[src/rtl/i2s_shift_out_multi.sv]
// Multi-channel I2S / left-justified / TDM transmit serializer.
// Consumes one FIFO frame per frame start and shifts it out MSB-first on bclk falls.
module i2s_shift_out_multi #(
   parameter int DATA_WIDTH = 24,
   parameter int SLOT_BITS  = 32,
   parameter int NUM_CH     = 2
) (
   input  logic                         clk,
   input  logic                         reset,
   input  logic [NUM_CH*DATA_WIDTH-1:0] fifo_data,
   input  logic                         fifo_ready,
   output logic                         fifo_ack,
   input  logic                         enable,
   input  logic [1:0]                   mode,
   input  logic                         bclk,
   input  logic                         lrclk,
   output logic                         data_out,
   output logic                         underrun,
   input  logic                         underrun_clr
);

   localparam int CH_W = $clog2(NUM_CH);
   localparam int BC_W = $clog2(SLOT_BITS);
   localparam logic [1:0]      MODE_I2S = 2'b00;
   localparam logic [1:0]      MODE_LJ  = 2'b01;
   localparam logic [1:0]      MODE_TDM = 2'b10;
   localparam logic [CH_W-1:0] LAST_CH  = CH_W'(NUM_CH - 1);
   localparam logic [BC_W-1:0] LAST_BIT = BC_W'(SLOT_BITS - 1);

   typedef enum logic [1:0] {
      DLY_IDLE,
      DLY_WAIT_RISE,
      DLY_WAIT_FALL
   } dly_state_t;

   logic                         bclk_prev;
   logic                         lrclk_prev;
   logic                         bclk_rise;
   logic                         bclk_fall;
   logic                         lrclk_rise;
   logic                         lrclk_fall;
   dly_state_t                   dly_state;
   dly_state_t                   dly_state_nxt;
   logic [CH_W-1:0]              dly_ch;
   logic [CH_W-1:0]              dly_ch_nxt;
   logic                         dly_load;
   logic [SLOT_BITS-1:0]         shift_reg;
   logic [NUM_CH*DATA_WIDTH-1:0] hold;
   logic [DATA_WIDTH-1:0]        hold_ch [NUM_CH];
   logic [DATA_WIDTH-1:0]        fifo_ch0;
   logic                         armed;
   logic                         tdm_active;
   logic [CH_W-1:0]              slot_idx;
   logic [BC_W-1:0]              bit_cnt;
   logic                         load;
   logic [CH_W-1:0]              load_ch;
   logic                         frame_start;

   function automatic logic [SLOT_BITS-1:0] align_slot(input logic [DATA_WIDTH-1:0] sample);
      return SLOT_BITS'(sample) << (SLOT_BITS - DATA_WIDTH);
   endfunction

   assign bclk_rise  = bclk & ~bclk_prev;
   assign bclk_fall  = ~bclk & bclk_prev;
   assign lrclk_rise = lrclk & ~lrclk_prev;
   assign lrclk_fall = ~lrclk & lrclk_prev;
   assign fifo_ch0   = fifo_data[DATA_WIDTH-1:0];
   assign data_out   = shift_reg[SLOT_BITS-1];

   always_comb begin
      for (int c = 0; c < NUM_CH; c++) begin
         hold_ch[c] = hold[c*DATA_WIDTH +: DATA_WIDTH];
      end
   end

   // One-bclk delayed slot start (I2S and TDM): wait for a rise, load on the following fall
   always_ff @(posedge clk) begin
      if (reset) begin
         dly_state <= DLY_IDLE;
         dly_ch    <= '0;
      end else begin
         dly_state <= dly_state_nxt;
         dly_ch    <= dly_ch_nxt;
      end
   end

   always_comb begin
      dly_state_nxt = dly_state;
      dly_ch_nxt    = dly_ch;
      dly_load      = 1'b0;
      case (dly_state)
         DLY_WAIT_RISE: if (bclk_rise) dly_state_nxt = DLY_WAIT_FALL;
         DLY_WAIT_FALL: begin
            if (bclk_fall) begin
               dly_load      = 1'b1;
               dly_state_nxt = DLY_IDLE;
            end
         end
         default: ;
      endcase
      if (mode == MODE_I2S && lrclk_fall) begin
         dly_state_nxt = DLY_WAIT_RISE;
         dly_ch_nxt    = '0;
      end else if (mode == MODE_I2S && lrclk_rise) begin
         dly_state_nxt = DLY_WAIT_RISE;
         dly_ch_nxt    = CH_W'(1);
      end else if (mode == MODE_TDM && lrclk_rise) begin
         dly_state_nxt = DLY_WAIT_RISE;
         dly_ch_nxt    = '0;
      end
      if (!enable) begin
         dly_state_nxt = DLY_IDLE;
         dly_load      = 1'b0;
      end
   end

   always_comb begin
      load    = 1'b0;
      load_ch = '0;
      if (enable) begin
         case (mode)
            MODE_I2S: begin
               load    = dly_load;
               load_ch = dly_ch;
            end
            MODE_LJ: begin
               if (lrclk_fall) begin
                  load = 1'b1;
               end else if (lrclk_rise) begin
                  load    = 1'b1;
                  load_ch = CH_W'(1);
               end
            end
            MODE_TDM: begin
               if (dly_load) begin
                  load = 1'b1;
               end else if (tdm_active && bclk_fall && bit_cnt == LAST_BIT && slot_idx != LAST_CH) begin
                  load    = 1'b1;
                  load_ch = slot_idx + CH_W'(1);
               end
            end
            default: ;
         endcase
      end
   end

   assign frame_start = load && (load_ch == '0);

   always_ff @(posedge clk) begin
      if (reset) begin
         bclk_prev  <= 1'b0;
         lrclk_prev <= 1'b0;
         shift_reg  <= '0;
         hold       <= '0;
         armed      <= 1'b0;
         tdm_active <= 1'b0;
         slot_idx   <= '0;
         bit_cnt    <= '0;
         fifo_ack   <= 1'b0;
      end else begin
         bclk_prev  <= bclk;
         lrclk_prev <= lrclk;
         if (!enable) begin
            shift_reg  <= '0;
            hold       <= '0;
            armed      <= 1'b0;
            tdm_active <= 1'b0;
            slot_idx   <= '0;
            bit_cnt    <= '0;
            fifo_ack   <= 1'b0;
         end else begin
            fifo_ack <= frame_start && fifo_ready;
            if (load) begin
               if (frame_start) begin
                  // An empty FIFO replays the held frame rather than sending silence
                  shift_reg <= align_slot(fifo_ready ? fifo_ch0 : hold_ch[0]);
                  armed     <= 1'b1;
                  if (fifo_ready) hold <= fifo_data;
               end else begin
                  shift_reg <= armed ? align_slot(hold_ch[load_ch]) : '0;
               end
            end else if (bclk_fall) begin
               shift_reg <= shift_reg << 1;
            end

            if (frame_start && mode == MODE_TDM) begin
               tdm_active <= 1'b1;
               slot_idx   <= '0;
               bit_cnt    <= '0;
            end else if (tdm_active && bclk_fall) begin
               if (bit_cnt == LAST_BIT) begin
                  bit_cnt <= '0;
                  if (slot_idx == LAST_CH) tdm_active <= 1'b0;
                  else slot_idx <= slot_idx + CH_W'(1);
               end else begin
                  bit_cnt <= bit_cnt + BC_W'(1);
               end
            end
         end
      end
   end

   // Setting beats clearing when both happen in the same cycle
   always_ff @(posedge clk) begin
      if (reset) underrun <= 1'b0;
      else if (frame_start && !fifo_ready) underrun <= 1'b1;
      else if (underrun_clr) underrun <= 1'b0;
   end

endmodule

[config.mk]
export PLATFORM = sky130hd
export DESIGN_NAME = i2s_shift_out_multi
export DESIGN_NICKNAME = d
export VERILOG_FILES = /design/src/rtl/i2s_shift_out_multi.sv
export SDC_FILE = /design/constraint.sdc
export NUM_CORES = 1
export LEC_CHECK = 0
export CAP_MARGIN = 15
export CORE_MARGIN = 4
export CORE_UTILIZATION = 45
export DETAILED_ROUTE_END_ITERATION = 8
export PLACE_DENSITY = 0.68
export SLEW_MARGIN = 20
export SYNTH_ARGS = -nofsm -noshare
export SYNTH_HDL_FRONTEND = slang
export SYNTH_SLANG_ARGS = --single-unit
[constraint.sdc]
create_clock -name clk -period 6.5 [get_ports clk]
set_input_delay 1.3 -clock clk [delete_from_list [all_inputs] [get_ports clk]]
set_output_delay 1.3 -clock clk [all_outputs]
set_load 0.01 [all_outputs]
# After elaboration in Yosys (flattened, before gate mapping)
# Cells that the tools add are included.
# op_classes
mux	38
n_addsub	2
reduce_logical	30
order_cmp	1
n_eq_ne	9
bitwise_logic	12
# ops
cell	count
two-way mux 32 bit	4
two-way mux 24 bit	4
two-way mux 1 bit	24
nonzero test 2 bit	7
AND reduction 3 bit	4
logical AND 1 bit	10
inequality test 5 bit (second input constant)	2
inverter 1 bit	7
one-hot mux 1 bit (3 select lines)	2
adder 5 x 1 -> 5 bit (second input constant)	1
equality test 5 bit (second input constant)	1
two-way mux 5 bit	1
nonzero test 5 bit	1
OR reduction 5 bit	1
bitwise AND 1 bit	4
equality test 2 x 1 -> 1 bit (second input constant)	2
equality test 2 bit (second input constant)	2
two-way mux 2 bit	2
inequality test 2 bit (second input constant)	2
one-hot mux 2 bit (2 select lines)	1
AND reduction 2 bit	2
OR reduction 2 bit	2
OR reduction 3 bit	1
>= comparator 2 bit (second input constant)	1
other kinds (4)	4
# word_totals
in_bits	57
word_cells	105
ff_bits	95

# Longest topological paths before layout
# Gate-level depths: netlist of the first run.
# logic_depth
word_depth	16
mapped_depth	11
ltp_nobuf	8

# Worst setup path after synthesis of the first run
# No wires, ideal clock.
# synth_timing
path_kind	input to register
startpoint	in mode[0]
endpoint	reg hold[16]
path_buffers	4
arrival_time_ns	2.744
cell_stages	9
setup_ns	0.132
slack_ns	3.624
path_cell_list	clkbuf_1 nand2b_1 or3_1 buf_6 o211a_1 buf_2 buf_2 nand3_1 a21oi_1
# synth_between
elab_chain_cells	6
elab_cells_between_ends	10
classes_between	eq/ne: 2; mux: 4; bitwise: 1; reduce/logical: 3
# synth_lines
element	line_no	source
from (decl)	14	input logic [1:0] mode,
equality test 2 bit, or another cell as far along	121	case (mode)
one-hot mux 1 bit (3 select lines)	121	
two-way mux 1 bit	120	if (enable) begin
inverter 1 bit	147	assign frame_start = load && (load_ch == '0);
logical AND 1 bit	147	
AND reduction 3 bit (no source line) (*)	-	
to (signal assigned)	178	if (fifo_ready) hold <= fifo_data;
to (decl)	48	logic [NUM_CH*DATA_WIDTH-1:0] hold;
# Every way passes the cells marked *; elsewhere a longest branch is shown, timed or not.
# A chain may end at the register's enable or synchronous reset.

# Final worst setup path of the first run
# layout_timing
startpoint	in bclk
endpoint	reg shift_reg[24]
# layout_between
elab_chain_cells	16
elab_cells_between_ends	26
classes_between	mux: 17; bitwise: 4; reduce/logical: 5
# layout_lines
element	line_no	source
from (decl)	15	input logic bclk,
inverter 1 bit (*)	64	assign bclk_fall = ~bclk & bclk_prev;
bitwise AND 1 bit (*)	64	
logical AND 1 bit (3 in a row)	137	end else if (tdm_active && bclk_fall && bit_cnt == LAST_BIT && slot_idx != LAST_CH) begin
two-way mux 1 bit	137	
two-way mux 1 bit	135	if (dly_load) begin
one-hot mux 1 bit (3 select lines)	121	
two-way mux 1 bit	120	
inverter 1 -> 2 bit (implied by the code)	180	shift_reg <= armed ? align_slot(hold_ch[load_ch]) : '0;
two-way mux 24 bit (implied by the code) (3 in a row)	180	
two-way mux 32 bit	180	
two-way mux 32 bit	174	if (frame_start) begin
two-way mux 32 bit	173	if (load) begin
to (signal assigned)	176	shift_reg <= align_slot(fifo_ready ? fifo_ch0 : hold_ch[0]);
to (signal assigned)	180	
to (signal assigned)	183	shift_reg <= shift_reg << 1;
to (decl)	47	logic [SLOT_BITS-1:0] shift_reg;
# Every way passes the cells marked *; elsewhere a longest branch is shown, timed or not. The select of a mux whose other input is x is not followed.

==> results.yml, run 1 <==
pwr:
  p_int_mw: 0.783
  switchingPower_mw: 0.284
  seq_power_share_pct: 50.6
  clkPwrFrac_pct: 37.0
  comb_power_share_pct: 12.4
  cellLeakagePower_nw: 1.60
  power.density_nw_per_um2: 210
  p_sw_share_pct: 26.6
  vdd_drop_max_v: 0.0000891
floorplan:
  initial_core_util_pct: 46.5
  die_area_um2: 11300
  rows: 35
  die_width_um: 106
  core_area_um2: 9330
  fp.dieH_um: 106
  io_pins: 60
cts:
  root_buffer: "clkbuf_8"
  cts_hold_buffers: 0
  clock_path_buffers: 2
  cts.repair.resized: 0
  cts.sinks: 87
  cts_made_buffers: 9
  clk_pin_slew_ns: 0.09
  cts_tree: "yes"
  post-cts-setup-buffers: 0
  insertion_delay_ns: 0.36
  htreeDepth: 3
synth:
  synth_flop_cell: "dfxtp_1"
  synth-seq-area-share_pct: 40.2
  syn_nets: 550
  synth_area_leaders: "dfxtp_1, a21oi_1, nand3_1"
  syn_area_per_cell_um2: 8.86
  syn_inst: 489
  async_flop_share_pct: 0
  yosysUniqueCellTypes: 41
  syn_area_um2: 4330
  yosysTopAreaCellShare_pct: 40.2
  ys.warnings.count: 0
  yosysTopAreaCell: "dfxtp_1"
  ys_ff_latch: 87
  synth_edf_count: 0
timing:
  fin_worst_skew_ns: 0.0116
  tightest_slew_ns: 1.09
  slew_headroom_pct: 27.2
  hold_viol: 0
  setup_viol: 0
  layout_min_cycle_time_ns: 4.32
  grt_setup_unrepaired: "false"
  fmax_mhz: 232
  drv_slew: 0
  setup_ws_ns: 2.18
  post-route-period-util_pct: 66.4
  fin_setup_tns_ns: 0
route:
  vias_per_cell: 6.02
  drt_pass1_iterations: 5
  avgRoutedWirePerCell_um: 17.1
  drtIter0Drc: 319
  vias: 3894
  ant_nets: 0
  drt_wl_total_um: 11100
  drc: 0
final_layout:
  layout_common_cells: "dfxtp_1, a21oi_1, clkdlybuf4s50_1, nand3_1, o21ai_0"
  fin_nets: 574
  syn_to_final_growth_pct: 17.4
  drive_gt1_share_pct: 10.8
  fin_util_pct: 54.6
  final_common_cell: "dfxtp_1"
  n_fill_cell: 896
  antennaDiodeCount: 0
  fin_area_um2: 5090
  largest_reg_flops: 48
run:
  max_cap_viol_count: 0
place:
  post_dp_cell_area_um2: 4880
  portBuffers: 59
  pre_cts_ws_ns: 1.95
  dp_hpwl_um: 6930
  gp_congestion: 0.800
worst_hold_path:
  hold_path.class: "register to register"
worst_setup_path:
  slowest_stage: "nand3_1"
  cp-end-kind: "register"
  start_kind: "primary input"
  cp.buffers_inverters: 1
  max_stage_delay_ns: 1.01
  arrival_ns: 4.57
  critPathTopFamily: "simple AND/OR/NAND/NOR gates"
  critical_path_class: "primary input to register"
  worstPathCellList: "clkdlybuf4s50_1, nor2b_1, nand3_1, a211oi_1, a311oi_1, a2111oi_2"
  crit_fanout: 24
  critPathRequiredTime_ns: 6.76
global_routing:
  grt_pass1_wl_um: 18300
  grt_max_degree: 93
  grt_pass1_vias: 3704
  grt_use_total_pct: 19.8
  antenna_found_initial: 0
  grt_overflow: 0
run_status:
  status: "complete, no violations"
==> path summary, 6_finish.rpt <==
path / startpoint / endpoint / slack [ns] / cells past startpoint
setup / recovery: bclk / shift_reg[24] / 2.18 / 6
hold / removal: bit_cnt[4] / bit_cnt[4] / 0.47 / 2
setup reg to reg: bit_cnt[0] / shift_reg[24] / 3.18 / 9
hold reg to reg: bit_cnt[4] / bit_cnt[4] / 0.47 / 2
==> kinds of logic (layout without fill, tap and decap cells) <==
| logic type | after synthesis | in the layout | synth area share, % |
|---|---|---|---|
| AO/OA/AOI/OAI | 214 | 214 | 33.6 |
| AND/OR/NAND/NOR | 98 | 98 | 11.8 |
| flip-flops | 87 | 87 | 40.2 |
| buffers and inverters | 60 | 89 | 7.30 |
| multiplexers | 26 | 26 | 6.00 |
| adder cells (fa/ha/maj) | 4 | 4 | 1.15 |
==> cell usage after synthesis, types with 3 or more instances <==
| cell | n |
|---|---|
| buf_4 | 5 |
| a211oi_1 | 25 |
| dfxtp_1 | 87 |
| ha_1 | 4 |
| nor2b_1 | 5 |
| buf_2 | 16 |
| mux2i_1 | 26 |
| a21oi_1 | 60 |
| nand2b_1 | 5 |
| clkbuf_1 | 24 |
| o21ai_1 | 25 |
| buf_1 | 3 |
| nand3_1 | 54 |
| a221oi_1 | 21 |
| a211oi_2 | 19 |
| inv_1 | 5 |
| nor3_1 | 5 |
| nand2_1 | 11 |
| o21ai_0 | 28 |
| nor2_1 | 7 |
| a31oi_1 | 25 |
| and3_1 | 4 |
| buf_6 | 7 |
==> metal layers <==
layer  vias to the layer above  track usage [%]  routed length [um]
met5                         -                0                   0
met4                         0             4.81                 119
met3                        13             5.22                 694
met2                       115             29.5                4970
met1                      1852             28.5                5280
li1                       1914                -                   -
==> through the flow <==
step / power [mW] / std cells / hold WS [ns]
detailed placement: 0.683 / 631 / 0.463
global placement: 0.683 / 631 / 0.452
global route: 1.11 / 647 / 0.501
finish: 1.07 / 647 / 0.475
CTS: 1.07 / 647 / 0.476
floorplan: 0.630 / 489 / 0.441
==> cell type report <==
type                            count  area, um^2  area share (%)
Multi-Input combinational cell    342        2300            45.3
Timing Repair Buffer               68         658            12.9
Sequential cell                    87        1740            34.2
Tap cell                          129         161            3.17
Clock inverter                      6        67.6            1.33
Clock buffer                       10         138            2.70
Inverter                            5        18.8           0.369
==> worst reg2reg max path, stage by stage (launching register included) <==
cell and delay, ns:
dfxtp_1 0.40, ha_1 0.20, and3_1 0.17, ha_1 0.26, nand4b_2 0.20, or3_1 0.54
a31oi_4 0.18, buf_4 0.77, nor3_1 0.20, a2111oi_2 0.30
==> power by group through the flow <==
stage | logic (mW) | clock network, mW | registers [mW]
2_1_floorplan | 0.0782 | 0 | 0.552
3_3_place_gp | 0.130 | 0 | 0.552
3_5_place_dp | 0.131 | 0 | 0.552
4_1_cts | 0.132 | 0.401 | 0.540
5_1_grt | 0.144 | 0.422 | 0.541
6_report | 0.133 | 0.395 | 0.540
(Power assumes the default switching activity.)
==> inputs of run 2 (changes only) <==
==> constraint.sdc (replaced) <==
create_clock -name clk -period 4 [get_ports clk]
set_input_delay 0.8 -clock clk [delete_from_list [all_inputs] [get_ports clk]]
set_output_delay 0.8 -clock clk [all_outputs]
set_load 0.01 [all_outputs]
==> run 2 against run 1 <==
Effect of this change:
- critical path depth increased by 1
- combinational power increased by 66%
- count of clock-buffer cells in the layout unchanged
- register-to-register slack worse by 2.2 ns
- core utilization up 0.78 points
- clock skew is 0.0026 ns lower
- flip-flop and latch count unchanged
- critical path type unchanged
==> results.yml, run 2 (same netlist as run 1, synthesis figures left out) <==
cts:
  clk_pin_slew_ns: 0.10
  cts_tree: "yes"
  htreeDepth: 3
  cts.repair.resized: 0
  clock_path_buffers: 2
  cts_made_buffers: 9
  cts.sinks: 87
  insertion_delay_ns: 0.36
  root_buffer: "clkbuf_8"
  cts_hold_buffers: 0
  post-cts-setup-buffers: 0
floorplan:
  core_area_um2: 9330
  rows: 35
  die_area_um2: 11300
  io_pins: 60
  fp.dieH_um: 106
  die_width_um: 106
  initial_core_util_pct: 46.5
worst_setup_path:
  critical_path_class: "primary input to register"
  cp.depth: 7
  crit_fanout: 29
  worstPathCellList: "clkdlybuf4s50_1, nand2b_1, or3_1, a31o_1, buf_4, o21ai_0, a21oi_1"
  r2r_cells: 9
  r2r_slack_ns: 0.94
  r2r-start: "bit_cnt[0]"
  max_stage_delay_ns: 0.81
  cp.buffers_inverters: 2
  cp-startpoint: "mode[0]"
  arrival_ns: 3.34
  critPathTopFamily: "compound AO/OA/AOI/OAI gates"
  cp-end-kind: "register"
  slowest_stage: "a31o_1"
  start_kind: "primary input"
  critPathRequiredTime_ns: 4.28
  worstReg2RegEnd: "hold[6]"
  worstSetupEndpoint: "hold[6]"
global_routing:
  grt_use_total_pct: 19.7
  antenna_found_initial: 0
  grt_overflow: 0
  grt_pass1_vias: 3643
  grt_pass1_wl_um: 18300
  grt_max_degree: 93
pwr:
  clkPwrFrac_pct: 37.0
  seq_power_share_pct: 50.3
  p_int_mw: 1.28
  vdd_drop_max_v: 0.000181
  p_sw_share_pct: 26.7
  comb_power_share_pct: 12.6
  cellLeakagePower_nw: 1.63
  switchingPower_mw: 0.466
  power.density_nw_per_um2: 338
timing:
  grt_setup_unrepaired: "false"
  tightest_slew_ns: 1.02
  fin_setup_tns_ns: 0
  fin_worst_skew_ns: 0.00902
  hold_viol: 0
  slew_headroom_pct: 32.1
  whs_ns: 0.473
  layout_min_cycle_time_ns: 3.06
  setup_viol: 0
  post-route-period-util_pct: 76.6
  drv_slew: 0
  fmax_mhz: 326
place:
  portBuffers: 59
  gp_congestion: 0.788
  post_dp_cell_area_um2: 4960
  dp_hpwl_um: 7170
final_layout:
  largest_reg_flops: 48
  final_common_cell: "dfxtp_1"
  seqCellArea_um2: 1740
  drive_gt1_share_pct: 12.0
  multi_input_area_um2: 2300
  layout_common_cells: "dfxtp_1, a21oi_1, clkdlybuf4s50_1, nand3_1, o21ai_0"
  fin_area_um2: 5160
  syn_to_final_growth_pct: 19.1
  fin_nets: 581
  antennaDiodeCount: 0
  n_fill_cell: 865
worst_hold_path:
  hold_path.class: "register to register"
  hold_start: "bit_cnt[4]"
route:
  drc: 0
  vias: 3972
  avgRoutedWirePerCell_um: 17.0
  drt_pass1_iterations: 5
  vias_per_cell: 6.07
  drt_wl_total_um: 11100
  ant_nets: 0
  drtIter0Drc: 343
run_status:
  status: "complete, no violations"
run:
  max_cap_viol_count: 0
-- run 2: changes by cell type in the layout (fill, tap and decap cells not counted), sizes merged --
cell      before  now
buf            9   16
clkinvlp       2    4
clkinv         2    0
-- run 2: power groups by stage --
| stage | Combinational (mW) | Sequential, mW | Clock [mW] |
|---|---|---|---|
| finish | 0.221 | 0.877 | 0.645 |
| detailed placement | 0.219 | 0.898 | 0 |
| global route | 0.239 | 0.879 | 0.684 |
| floorplan | 0.127 | 0.897 | 0 |
| CTS | 0.220 | 0.877 | 0.646 |
| global placement | 0.217 | 0.897 | 0 |
-- run 2: worst min path at each step --
stage	endpoint	slack (ns)	depth (start not counted)
3_5_place_dp	bit_cnt[4]	0.46	2
4_1_cts	bit_cnt[4]	0.48	2
5_1_grt	hold[22]	0.51	2
2_1_floorplan	bit_cnt[4]	0.44	2
6_report	bit_cnt[4]	0.47	2
3_3_place_gp	bit_cnt[4]	0.45	2
-- run 2: stage by stage --
step / std cells / utilization, % / worst slack, ns / power [mW]
6_report: 654 / 55.3 / 0.937 / 1.74
4_1_cts: 654 / 55.3 / 0.960 / 1.74
3_5_place_dp: 638 / 53.1 / 0.610 / 1.12
5_1_grt: 654 / 55.3 / 0.742 / 1.80
2_1_floorplan: 489 / - / 1.62 / 1.02
3_3_place_gp: 638 / 53.1 / 0.647 / 1.11
-- run 2: layer usage --
metal	wire, um	GRT usage, %	vias up
li1	-	-	1935
met1	5510	29.1	1921
met2	4890	29.6	108
met3	590	4.07	8
met4	103	4.07	0
met5	0	0	-
-- run 2: area by class of cell --
cell class	instances	share of cell area, %
clock buffers	10	2.67
inverters	5	0.364
multi-input cells	342	44.5
repair buffers	75	14.3
clock inverters	6	1.33
well taps	129	3.13
flip-flops and latches	87	33.7
-- run 2: worst reg2reg max path: stages, from the launching register on --
cell and delay (ns):
dfxtp_1 0.41, ha_1 0.21, and3_1 0.17, ha_1 0.27, nand4b_2 0.18, or3_1 0.53, a31o_1 0.54, buf_4 0.35
o21ai_0 0.18, a21oi_1 0.09
==> inputs of run 3 (changes only) <==
--- a/config.mk
+++ b/config.mk
@@ -9,7 +9,7 @@
 export CORE_MARGIN = 4
 export CORE_UTILIZATION = 45
 export DETAILED_ROUTE_END_ITERATION = 8
-export PLACE_DENSITY = 0.68
+export PLACE_DENSITY = 0.7
 export SLEW_MARGIN = 20
 export SYNTH_ARGS = -nofsm -noshare
 export SYNTH_HDL_FRONTEND = slang
==> constraint.sdc (replaced) <==
create_clock -name clk -period 2.55 [get_ports clk]
set_input_delay 0.51 -clock clk [delete_from_list [all_inputs] [get_ports clk]]
set_output_delay 0.51 -clock clk [all_outputs]
set_load 0.01 [all_outputs]
==> run 3 against run 2 <==
Effect of this change:
- clock power rose by 60%
- hold slack better by 0.0029 ns
- first-iteration DRC count down 9.3%
- count of clock-buffer cells in the layout is the same
- critical path type is now register to register
- sequential power up 57%
==> results.yml, run 3 (same netlist as run 1, synthesis figures left out) <==
run_status:
  status: "complete, no violations"
worst_hold_path:
  hold_path.class: "register to register"
  min_to: "shift_reg[8]"
  hold_start: "shift_reg[8]"
  min_path_cells: 2
final_layout:
  syn_to_final_growth_pct: 31.4
  fin_area_um2: 5700
  fin_nets: 620
  final_common_cell: "dfxtp_1"
  layout_common_cells: "dfxtp_1, a21oi_1, clkdlybuf4s50_1, nand3_1, buf_4"
  seqCellArea_um2: 1750
  largest_reg_flops: 48
  antennaDiodeCount: 0
  n_fill_cell: 824
  multi_input_area_um2: 2340
  drive_gt1_share_pct: 19.0
global_routing:
  grt_pass1_wl_um: 18700
  antenna_found_initial: 0
  grt_pass1_vias: 3755
  grt_max_degree: 49
  grt_overflow: 0
  grt_use_total_pct: 20.1
run:
  max_cap_viol_count: 0
route:
  vias_per_cell: 6.05
  ant_nets: 0
  avgRoutedWirePerCell_um: 17.0
  drt_wl_total_um: 11800
  drtIter0Drc: 311
  vias: 4191
  drc: 0
  drt_pass1_iterations: 5
timing:
  fin_worst_skew_ns: 0.0124
  setup_viol: 0
  layout_min_cycle_time_ns: 2.45
  slew_headroom_pct: 77.2
  fmax_mhz: 408
  setup_ws_ns: 0.100
  post-route-period-util_pct: 96.1
  drv_slew: 0
  hold_viol: 0
  tightest_slew_ns: 0.343
pwr:
  power.density_nw_per_um2: 494
  cellLeakagePower_nw: 1.93
  clkPwrFrac_pct: 36.8
  comb_power_share_pct: 14.3
  seq_power_share_pct: 48.9
  p_int_mw: 2.06
  switchingPower_mw: 0.754
  p_sw_share_pct: 26.8
  vdd_drop_max_v: 0.000251
worst_setup_path:
  crit_fanout: 17
  arrival_ns: 2.73
  slowest_stage: "or3_4"
  r2r_cells: 11
  worstPathCellList: "ha_4, and3_1, ha_4, nand4b_4, or3_4, buf_4, a31oi_4, buf_12, buf_12, a221oi_1, a211oi_2"
  critPathTopFamily: "simple AND/OR/NAND/NOR gates"
  cp.buffers_inverters: 3
  cp-startpoint: "bit_cnt[1]"
  max_stage_delay_ns: 0.43
  worstReg2RegEnd: "shift_reg[12]"
  start_kind: "register"
  critPathRequiredTime_ns: 2.83
  critical_path_class: "register to register"
  r2r-start: "bit_cnt[1]"
  cp-end-kind: "register"
  r2r_slack_ns: 0.10
cts:
  clk_pin_slew_ns: 0.10
  root_buffer: "clkbuf_8"
  cts_made_buffers: 9
  insertion_delay_ns: 0.35
  cts.sinks: 87
  htreeDepth: 3
  cts_tree: "yes"
  cts_hold_buffers: 0
  clock_path_buffers: 2
place:
  dp_hpwl_um: 7780
  post_dp_cell_area_um2: 5330
  pre_cts_ws_ns: -0.0828
  portBuffers: 59
  gp_congestion: 0.884
floorplan:
  io_pins: 60
  fp.dieH_um: 106
  die_width_um: 106
  die_area_um2: 11300
  rows: 35
  core_area_um2: 9330
  initial_core_util_pct: 46.5
## run 3: changes by cell type in the layout (fill, tap and decap cells not counted), moves of 3 or more
cell	before	now
buf_12	2	12
buf_4	14	37
buf_6	0	3
clkinvlp_4	4	1
## run 3: area by class of cell
cell class	count	area share (%)
repair buffers	114	21.4
well taps	129	2.83
clock buffers	10	2.42
inverters	5	0.329
multi-input cells	342	41.0
flip-flops and latches	87	30.7
clock inverters	6	1.32
## run 3: power groups by stage
stage	logic [mW]	registers [mW]	clock network [mW]
after global placement	0.384	1.41	0
final	0.402	1.38	1.03
after CTS	0.390	1.38	1.05
after detailed placement	0.387	1.41	0
after global routing	0.430	1.38	1.11
after floorplan	0.199	1.41	0
## run 3: timing repair
action | CTS | global route
resized for setup | 0 | 13
setup endpoints to repair | 0 | 74
buffers inserted | 0 | 5
## run 3: how the worst max path moves through the flow
stage	end	depth (start not counted)
after floorplan	hold[16]	11
after global placement	hold[45]	9
after detailed placement	shift_reg[10]	9
after CTS	shift_reg[28]	10
after global routing	hold[19]	11
final	shift_reg[12]	11
## run 3: layer usage
layer  wire length (um)  track usage, %  vias up
met5                  0               0        -
met3                666            3.34       14
met2               5330            29.1      142
met4                158            7.31        0
li1                   -               -     2014
met1               5610            29.9     2021
## run 3: worst reg2reg max path, cell delays in order (launching register included)
cell,delay [ns]
dfxtp_4,0.38
ha_4,0.13
and3_1,0.20
ha_4,0.16
nand4b_4,0.11
or3_4,0.43
buf_4,0.16
a31oi_4,0.23
buf_12,0.19
buf_12,0.15
a221oi_1,0.06
a211oi_2,0.20
## run 3: metrics by stage
stage          hold slack, ns  power [mW]  std cells  util (%)  setup TNS [ns]
5_1_grt                 0.504        2.92        693      61.1         -0.0128
2_1_floorplan           0.441        1.61        489         -               0
3_5_place_dp            0.466        1.80        670      57.2           -1.40
4_1_cts                 0.479        2.81        686      59.5               0
6_report                0.476        2.81        693      61.1               0
3_3_place_gp            0.449        1.79        670      57.2          -0.331
